==> config.mk <==
export PLATFORM = sky130hd
export DESIGN_NAME = ntr_responder_flat
export DESIGN_NICKNAME = d
export VERILOG_FILES = /design/src/rtl/ntr_responder_if.sv /design/src/rtl/ntr_responder.sv /design/src/flat_wrapper.sv
export SDC_FILE = /design/constraint.sdc
export NUM_CORES = 1
export LEC_CHECK = 0
export BUFFER_PORTS_ARGS = -buffer_cell sky130_fd_sc_hd__buf_4
export CORE_UTILIZATION = 50
export DETAILED_ROUTE_END_ITERATION = 10
export PLACE_DENSITY = 0.82
export REMOVE_ABC_BUFFERS = 1
export SLEW_MARGIN = 5
export SYNTH_ARGS = -nofsm -noshare
export SYNTH_HDL_FRONTEND = slang
export SYNTH_SLANG_ARGS = --single-unit
==> constraint.sdc <==
create_clock -name clk -period 3.1 [get_ports clk]
set_input_delay 0.155 -clock clk [delete_from_list [all_inputs] [get_ports clk]]
set_output_delay 0.155 -clock clk [all_outputs]
set_load 0.02 [all_outputs]
==> src/rtl/ntr_responder_if.sv <==
// ntr_responder_if: NTR card-bus pins plus the valid/ready response byte stream
interface ntr_responder_if #(
    parameter int LEN_W = 13
);
    logic             ntr_clk;
    logic             ntr_cs1;
    logic [LEN_W-1:0] resp_len;
    logic [7:0]       tx_data;
    logic             tx_valid;
    logic             tx_ready;
    logic [7:0]       ntr_data_out;
    logic             ntr_data_oe;
    logic             cmd_done;
    logic             busy;
    logic             underrun;
    modport slave (
        input  ntr_clk, ntr_cs1, resp_len, tx_data, tx_valid,
        output tx_ready, ntr_data_out, ntr_data_oe, cmd_done, busy, underrun
    );
    modport master (
        output ntr_clk, ntr_cs1, resp_len, tx_data, tx_valid,
        input  tx_ready, ntr_data_out, ntr_data_oe, cmd_done, busy, underrun
    );
endinterface

==> src/rtl/ntr_responder.sv <==
// ntr_responder: NTR cartridge-side transmitter, counts command bytes then streams response bytes
module ntr_responder #(
    parameter int         CMD_BYTES = 8,
    parameter logic [7:0] FILL_BYTE = 8'hFF,
    parameter int         LEN_W     = 13
) (
    input logic            clk,
    input logic            rst_n,
    ntr_responder_if.slave bus
);
    localparam int CW = $clog2(CMD_BYTES) + 1;
    typedef enum logic [2:0] {IDLE, CMD, WAIT_DATA, DATA, DONE} state_t;
    state_t           state;
    logic [2:0]       clk_s;
    logic [1:0]       cs1_s;
    logic [CW-1:0]    byte_cnt;
    logic [LEN_W-1:0] remaining;
    logic             rise, fall, cs, load;
    // clk_s[1] is the synchronised level, clk_s[2] its one-cycle delay for edge detection
    assign rise = clk_s[1] & ~clk_s[2];
    assign fall = ~clk_s[1] & clk_s[2];
    assign cs   = ~cs1_s[1];
    assign load = rst_n & cs & fall &
                  ((state == WAIT_DATA && bus.resp_len != '0) || (state == DATA && remaining != '0));
    assign bus.tx_ready = load;
    always_ff @(posedge clk) begin
        if (!rst_n) begin
            state            <= IDLE;
            clk_s            <= '1;
            cs1_s            <= '1;
            byte_cnt         <= '0;
            remaining        <= '0;
            bus.ntr_data_out <= '0;
            bus.ntr_data_oe  <= 1'b0;
            bus.cmd_done     <= 1'b0;
            bus.busy         <= 1'b0;
            bus.underrun     <= 1'b0;
        end else begin
            clk_s        <= {clk_s[1:0], bus.ntr_clk};
            cs1_s        <= {cs1_s[0], bus.ntr_cs1};
            bus.cmd_done <= 1'b0;
            if (load) begin
                bus.ntr_data_out <= bus.tx_valid ? bus.tx_data : FILL_BYTE;
                if (!bus.tx_valid) bus.underrun <= 1'b1;
            end
            // chip-select release aborts whatever is in flight, ahead of any bus edge
            if (state != IDLE && !cs) begin
                state           <= IDLE;
                bus.ntr_data_oe <= 1'b0;
                bus.busy        <= 1'b0;
            end else begin
                case (state)
                    IDLE: if (cs) begin
                        state        <= CMD;
                        bus.busy     <= 1'b1;
                        byte_cnt     <= '0;
                        bus.underrun <= 1'b0;
                    end
                    CMD: if (rise) begin
                        byte_cnt <= byte_cnt + 1'b1;
                        if (byte_cnt == CW'(CMD_BYTES - 1)) begin
                            bus.cmd_done <= 1'b1;
                            state        <= WAIT_DATA;
                        end
                    end
                    WAIT_DATA: if (fall) begin
                        if (bus.resp_len == '0) state <= DONE;
                        else begin
                            bus.ntr_data_oe <= 1'b1;
                            remaining       <= bus.resp_len - 1'b1;
                            state           <= DATA;
                        end
                    end
                    DATA: begin
                        if (fall && remaining != '0) remaining <= remaining - 1'b1;
                        else if (rise && remaining == '0) begin
                            bus.ntr_data_oe <= 1'b0;
                            state           <= DONE;
                        end
                    end
                    default: ;
                endcase
            end
        end
    end
endmodule

==> src/flat_wrapper.sv <==
// flat-port wrapper written by rule: the top's interface ports become plain ports
module ntr_responder_flat 
#(
    parameter int         CMD_BYTES = 8,
    parameter logic [7:0] FILL_BYTE = 8'hFF,
    parameter int         LEN_W     = 13
)
  (clk, rst_n, bus_ntr_clk, bus_ntr_cs1, bus_resp_len, bus_tx_data, bus_tx_valid, bus_tx_ready, bus_ntr_data_out, bus_ntr_data_oe, bus_cmd_done, bus_busy, bus_underrun);
  ntr_responder_if #(.LEN_W(LEN_W)) bus_i ();
  input logic clk;
  input logic rst_n;
  input wire logic [$bits(bus_i.ntr_clk)-1:0] bus_ntr_clk;
  input wire logic [$bits(bus_i.ntr_cs1)-1:0] bus_ntr_cs1;
  input wire logic [$bits(bus_i.resp_len)-1:0] bus_resp_len;
  input wire logic [$bits(bus_i.tx_data)-1:0] bus_tx_data;
  input wire logic [$bits(bus_i.tx_valid)-1:0] bus_tx_valid;
  output wire logic [$bits(bus_i.tx_ready)-1:0] bus_tx_ready;
  output wire logic [$bits(bus_i.ntr_data_out)-1:0] bus_ntr_data_out;
  output wire logic [$bits(bus_i.ntr_data_oe)-1:0] bus_ntr_data_oe;
  output wire logic [$bits(bus_i.cmd_done)-1:0] bus_cmd_done;
  output wire logic [$bits(bus_i.busy)-1:0] bus_busy;
  output wire logic [$bits(bus_i.underrun)-1:0] bus_underrun;
  assign bus_i.ntr_clk = bus_ntr_clk;
  assign bus_i.ntr_cs1 = bus_ntr_cs1;
  assign bus_i.resp_len = bus_resp_len;
  assign bus_i.tx_data = bus_tx_data;
  assign bus_i.tx_valid = bus_tx_valid;
  assign bus_tx_ready = bus_i.tx_ready;
  assign bus_ntr_data_out = bus_i.ntr_data_out;
  assign bus_ntr_data_oe = bus_i.ntr_data_oe;
  assign bus_cmd_done = bus_i.cmd_done;
  assign bus_busy = bus_i.busy;
  assign bus_underrun = bus_i.underrun;
  ntr_responder #(.CMD_BYTES(CMD_BYTES), .FILL_BYTE(FILL_BYTE), .LEN_W(LEN_W)) u_core (.clk(clk), .rst_n(rst_n), .bus(bus_i));
endmodule
==> reports/qor.yml, run 1 <==
sta:
  setup_ws_post_layout_ns: 0.463
  final_max_slew_viol_count: 0
  fin_crit_ns: 2.64
  clock_skew_ns: 0.0106
  report.final.hold_viol_count: 0
  final-setup-viol-count: 0
  setup_repair_after_global_routing_missed_its_margin: "no"
  final_min_period_over_clock_period_pct: 85.1
  setup-tns-final_ns: 0
  timing.slew.headroom_pct: 48.8
  max_freq_mhz: 379
  tightest_slew_ns: 0.767
drt:
  routed_length_per_placed_instance_um: 14.1
  finalWirelength_um: 5230
  detail_route.drc_violations: 0
  final_antenna_net_count: 0
  dr_total_vias: 2229
  route.detailed.vias_per_inst: 6.01
  drt_pass1_iterations: 5
  drt_first_iter_violations: 162
logic_synthesis:
  syn_area_per_cell_um2: 7.79
  synth-adder-area-share_pct: 1.57
  synth_seq_area_share_pct: 33.2
  synth.cell_area_mm2: 0.00223
  synth.mux.area_fraction_pct: 2.25
  postSynth.asyncResetShare_pct: 0
  yosys_warnings: 0
  postSynthCellCount: 286
  synth-edff-count: 0
  dominant_register_cell_in_the_synthesized_netlist: "dfxtp_1"
  combinational_family_with_the_most_area_after_synthesis: "simple AND/OR/NAND/NOR gates"
  synthXorXnorAreaFrac_pct: 1.57
  flip_flop_and_latch_count_after_synthesis: 37
  count_of_unique_library_cells_instantiated_by_yosys: 55
  synth_simple_gate_area_share_pct: 32.1
  synthesized_area_fraction_occupied_by_ao_oa_aoi_and_oai_cells_pct: 23.7
final_layout:
  synthToLayoutAreaGrowth_pct: 18.4
  combined_area_of_the_multi_input_logic_cells_mm2: 0.00136
  diodes: 0
  final_cell_mix: "buf_4, dfxtp_1, nor2_1, nand2_1, a21oi_1"
  final_net_count: 348
  mostFrequentLayoutCell: "buf_4"
  layout.filler_cells: 375
  ff_latch_area_um2: 741
  drive_above_1_share_pct: 19.3
worst_setup_path:
  crit_path_max_fanout: 16
  path_cells: "nand3b_1, mux2i_1, ha_1, nor4b_1, nand2_1, or3_1, xnor2_1, o211ai_1, a21oi_1"
  critPathMaxStageDelay_ns: 0.59
  rr_startpoint: "u_core.state[1]"
  timing.critical_path.arrival_ns: 2.79
  critical_path.startpoint: "u_core.state[1]"
  data_required_time_of_the_critical_path_ns: 3.25
  endpoint_kind: "flop"
  slowest_stage: "dfxtp_1"
  critical_path_class: "reg2reg"
  reg2reg_slack_ns: 0.46
  startpoint_type: "flop"
placement:
  dp_hpwl_um: 3710
  detailedPlace.worstSlack_ns: 0.510
  place.gp.congestion: 0.891
  portBuffers: 38
floorplanning:
  dieHeight_um: 68.8
  placeableCoreArea_mm2: 0.00414
  floorplan.die.width_um: 68.8
  initial_standard_cell_utilization_of_the_core_pct: 53.8
  num_rows: 23
  die_area_mm2: 0.00473
  num_io_pins: 39
cts:
  clock_tree.htree_level_count: 2
  postCtsSetupBuffers: 0
  clockRootBuffer: "clkbuf_8"
  cts.clk_slew.worst_paths_ns: 0.08
  cts_tree: "built"
  cts_resized: 0
  worstSkewPairLatency_ns: 0.30
  clock_tree.buffer_depth: 2
  cts-buffers-inserted: 5
  clkSinkCount: 37
  ctsHoldBuffers: 0
worst_hold_path:
  hold_path_class: "in2reg"
  worst_hold_startpoint: "bus_ntr_cs1"
run_status:
  status: "finished clean"
pwr:
  p_total_mw: 1.03
  pwr_density_cell_mw_per_mm2: 390
  irDropWorstVdd_v: 0.000318
  power.static_leakage_nw: 0.997
grt:
  grt_pass1_vias: 1930
  grt_antenna_before_repair: 0
  grt_resource_usage_total_pct: 23.6
  grt_start_max_net_pins: 26
  globalRoute.totalOverflow: 0
  grt_first_pass_wirelength_um: 8370
run:
  max_cap_violations: 0
==> path summary, 6_finish.rpt <==
kind,endpoint,depth (start not counted)
max,u_core.remaining[10],9
min,u_core.cs1_s[0],2
max reg2reg,u_core.remaining[10],9
min reg2reg,u_core.clk_s[1],1
==> per-layer routing <==
metal / GRT usage, % / vias to the layer above / share of wire [%]
met2: 38.4 / 87 / 46
met4: 9.18 / 0 / 1.6
met3: 5.76 / 8 / 7.2
li1: - / 1107 / -
met1: 30.1 / 1027 / 45
met5: 0 / - / 0
==> Yosys cell counts (all sizes together), types with 3 or more instances <==
cell | count | share of area [%]
inv | 9 | 1.5
nand2 | 30 | 5.1
dfxtp | 37 | 33
nor4 | 5 | 2.1
o41ai | 3 | 1.2
nand3b | 4 | 1.3
a21oi | 25 | 5.8
a22oi | 4 | 1.3
nand2b | 15 | 4.2
or3 | 7 | 2.0
o211ai | 3 | 1.0
xor2 | 3 | 1.2
nand4b | 4 | 1.9
mux2i | 5 | 2.2
clkbuf | 8 | 1.3
nor2 | 32 | 6.1
buf | 8 | 2.8
a31oi | 6 | 1.7
nand3 | 7 | 1.6
nand4 | 3 | 0.84
o21ai | 20 | 4.5
nor3 | 13 | 3.6
==> cells by family after synthesis <==
family,after synthesis
AOI/OAI and AO/OA,82
xor gates and xnor gates,4
adders and majority gates,3
buffers and inverters,25
DFF,37
muxes,5
and+or+nand+nor,130
==> stage by stage <==
| stage | cell area [µm²] | instances | util (%) | hold slack (ns) |
|---|---|---|---|---|
| detailed placement | 2520 | 363 | 60.9 | 0.346 |
| floorplan | 2140 | 270 | - | 0.228 |
| finish | 2640 | 371 | 63.6 | 0.0470 |
| CTS | 2640 | 371 | 63.6 | 0.0409 |
| global placement | 2520 | 363 | 60.9 | 0.340 |
| global route | 2640 | 371 | 63.6 | 0.0381 |
==> final cells by class <==
type / instances / area share (%)
multi-input combinational: 224 / 51.7
clock buffer: 5 / 2.61
timing repair buffer: 43 / 12.2
inverter: 9 / 1.28
sequential: 37 / 28.1
clock inverter: 3 / 1.76
tap: 50 / 2.37
==> power breakdown <==
group	switching [mW]	total [mW]	internal, mW	leakage [nW]
Sequential	0.0108	0.492	0.482	0.299
Clock	0.184	0.425	0.241	0.0543
Combinational	0.0619	0.112	0.0497	0.643
Total	0.256	1.03	0.772	0.997
==> sequential cells by signal, indices dropped and copies added, names as in the netlist <==
signal / cells
u_core.cs1_s: 2
u_core.bus.cmd_done: 1
u_core.bus.ntr_data_out: 8
u_core.clk_s: 3
u_core.byte_cnt: 4
u_core.remaining: 13
u_core.bus.ntr_data_oe: 1
u_core.state: 3
u_core.bus.busy: 1
u_core.bus.underrun: 1
==> worst max-delay path: cells and delay by family, from the launching register on <==
kind,cells,cell delay (ns)
muxes,1,0.23
and+or+nand+nor,4,1.10
xor gates and xnor gates,1,0.14
adders and majority gates,1,0.19
AOI/OAI and AO/OA,2,0.24
DFF,1,0.59
Power figures use the tool's default switching activity.
==> run 2: changes to the inputs <==
RECOVER_POWER = 25   (was default)
==> run 2 against run 1 <==
Effect of this change: final cell count unchanged; sequential power about the same; flip-flop and latch count unchanged; combinational power about the same; critical path depth unchanged; non-clock buffer count unchanged; count of clock-buffer cells in the layout unchanged; sequential share of layout area increased by 0.32 points; die area unchanged; global-route usage unchanged; clock skew about the same; cell area decreased by 1.1%.
==> reports/qor.yml, run 2 (synthesis results as in run 1) <==
drt:
  route.detailed.vias_per_inst: 6.02  # was 6.01
  dr_total_vias: 2235  # was 2,229
  routed_length_per_placed_instance_um: 14.1  # about the same
  drt_first_iter_violations: 164  # was 162
  finalWirelength_um: 5220  # was 5230 µm
  final_antenna_net_count: 0  # unchanged
  drt_pass1_iterations: 5  # unchanged
  detail_route.drc_violations: 0  # unchanged
final_layout:
  synthToLayoutAreaGrowth_pct: 17.0  # was 18.4%
  ff_latch_area_um2: 741  # unchanged
  registers.top_by_ff_count: "u_core.remaining"  # unchanged
  mostFrequentLayoutCell: "dfxtp_1"  # was buf_4
  layout.filler_cells: 384  # was 375
  layout_top_registers: "u_core.remaining: 13 flops, u_core.bus.ntr_data_out: 8 flops, u_core.byte_cnt: 4 flops"  # unchanged
  final_net_count: 348  # unchanged
  drive_above_1_share_pct: 16.8  # was 19.3%
  final_cell_mix: "dfxtp_1, buf_4, nor2_1, nand2_1, a21oi_1"  # was buf_4, dfxtp_1, nor2_1, nand2_1, a21oi_1
  number_of_flip_flops_in_the_largest_register: 13  # unchanged
  diodes: 0  # unchanged
  instances_no_fill: 371  # unchanged
  combined_area_of_the_multi_input_logic_cells_mm2: 0.00136  # unchanged
pwr:
  irDropWorstVdd_v: 0.000319  # was 0.000318 V
  power.static_leakage_nw: 0.963  # was 0.997 nW
  p_total_mw: 1.03  # about the same
  pwr_density_cell_mw_per_mm2: 394  # was 390 mW/mm²
cts:
  clkSinkCount: 37  # unchanged
  cts.clk_slew.worst_paths_ns: 0.08  # about the same
  ctsHoldBuffers: 0  # unchanged
  worstSkewPairLatency_ns: 0.30  # about the same
  cts_tree: "built"  # unchanged
  cts-buffers-inserted: 5  # unchanged
  clockRootBuffer: "clkbuf_8"  # unchanged
  clock_tree.buffer_depth: 2  # unchanged
  cts_resized: 0  # unchanged
  postCtsSetupBuffers: 0  # unchanged
  clock_tree.htree_level_count: 2  # unchanged
worst_setup_path:
  data_required_time_of_the_critical_path_ns: 3.25  # about the same
  timing.critical_path.arrival_ns: 2.79  # about the same
  worst_r2r_path_depth: 9  # unchanged
  crit-reg2reg-capture: "u_core.remaining[10]"  # unchanged
  crit_path_max_fanout: 16  # unchanged
  critical_path_class: "reg2reg"  # unchanged
  endpoint_kind: "flop"  # unchanged
  rr_startpoint: "u_core.state[1]"  # unchanged
  startpoint_type: "flop"  # unchanged
  reg2reg_slack_ns: 0.46  # about the same
grt:
  grt_first_pass_wirelength_um: 8370  # unchanged
  grt_start_max_net_pins: 26  # unchanged
  grt_antenna_before_repair: 0  # unchanged
  grt_resource_usage_total_pct: 23.6  # unchanged
  globalRoute.totalOverflow: 0  # unchanged
  grt_pass1_vias: 1930  # unchanged
floorplanning:
  num_io_pins: 39  # unchanged
  dieHeight_um: 68.8  # unchanged
  placeableCoreArea_mm2: 0.00414  # unchanged
  die_area_mm2: 0.00473  # unchanged
  num_rows: 23  # unchanged
  initial_standard_cell_utilization_of_the_core_pct: 53.8  # unchanged
  floorplan.die.width_um: 68.8  # unchanged
sta:
  setup_repair_after_global_routing_missed_its_margin: "no"  # unchanged
  timing.slew.headroom_pct: 48.6  # was 48.8%
  final_max_slew_viol_count: 0  # unchanged
  final_min_period_over_clock_period_pct: 85.1  # about the same
  final-setup-viol-count: 0  # unchanged
  clock_skew_ns: 0.0102  # was 0.0106 ns
  setup-tns-final_ns: 0  # unchanged
  max_freq_mhz: 379  # about the same
  setup_ws_post_layout_ns: 0.463  # about the same
  tightest_slew_ns: 0.770  # was 0.767 ns
  report.final.hold_viol_count: 0  # unchanged
  fin_crit_ns: 2.64  # about the same
worst_hold_path:
  holdPathEnd: "u_core.cs1_s[0]"  # unchanged
  min_path_cells: 2  # unchanged
  worst_hold_startpoint: "bus_ntr_cs1"  # unchanged
  hold_path_class: "in2reg"  # unchanged
run:
  max_cap_violations: 0  # unchanged
run_status:
  status: "finished clean"  # unchanged
placement:
  place.detailed.instances: 363  # unchanged
  dp_hpwl_um: 3710  # unchanged
  place.gp.congestion: 0.891  # unchanged
  portBuffers: 38  # unchanged
  detailedPlace.worstSlack_ns: 0.510  # unchanged
## run 2: worst max-delay path, cell delays in order, from the launching register on
cell	delay (ns)
dfxtp_1	0.59
nand3b_1	0.21
mux2i_1	0.23
ha_1	0.19
nor4b_1	0.41
nand2_1	0.14
or3_1	0.34
xnor2_1	0.14
o211ai_1	0.16
a21oi_1	0.08
## run 2: area by class of cell
cell class,instances,share of cell area [%]
tap,50,2.40
timing repair buffer,43,11.2
clock buffer,5,2.64
clock inverter,3,1.78
multi-input combinational,224,52.3
sequential,37,28.4
inverter,9,1.30
## run 2: layer usage
layer	GRT usage [%]	vias up	wire length (µm)
met5	0	-	0
met3	5.76	8	409
li1	-	1105	-
met2	38.4	97	2370
met1	30.1	1025	2360
met4	9.18	0	85
## run 2: report_power, final
part,switching (mW),internal (mW),total [mW]
clock network,0.184,0.241,0.424
registers,0.0107,0.482,0.492
logic,0.0618,0.0483,0.110
## run 2: worst max-delay path by stage
stage / endpoint / slack [ns] / from / cells after the start
floorplan: u_core.remaining[10] / 0.29 / u_core.state[1] / 9
global placement: u_core.remaining[10] / 0.58 / u_core.state[1] / 9
detailed placement: u_core.remaining[10] / 0.51 / u_core.state[1] / 9
CTS: u_core.remaining[10] / 0.49 / u_core.state[1] / 9
global route: u_core.remaining[12] / 0.27 / u_core.state[1] / 9
finish: u_core.remaining[10] / 0.46 / u_core.state[1] / 9
## run 2: stage by stage
stage	area [µm²]	hold slack, ns	utilization, %
floorplan	2140	0.228	-
global placement	2520	0.340	60.9
detailed placement	2520	0.346	60.9
CTS	2640	0.0409	63.6
global route	2610	0.0381	62.9
finish	2610	0.0465	62.9
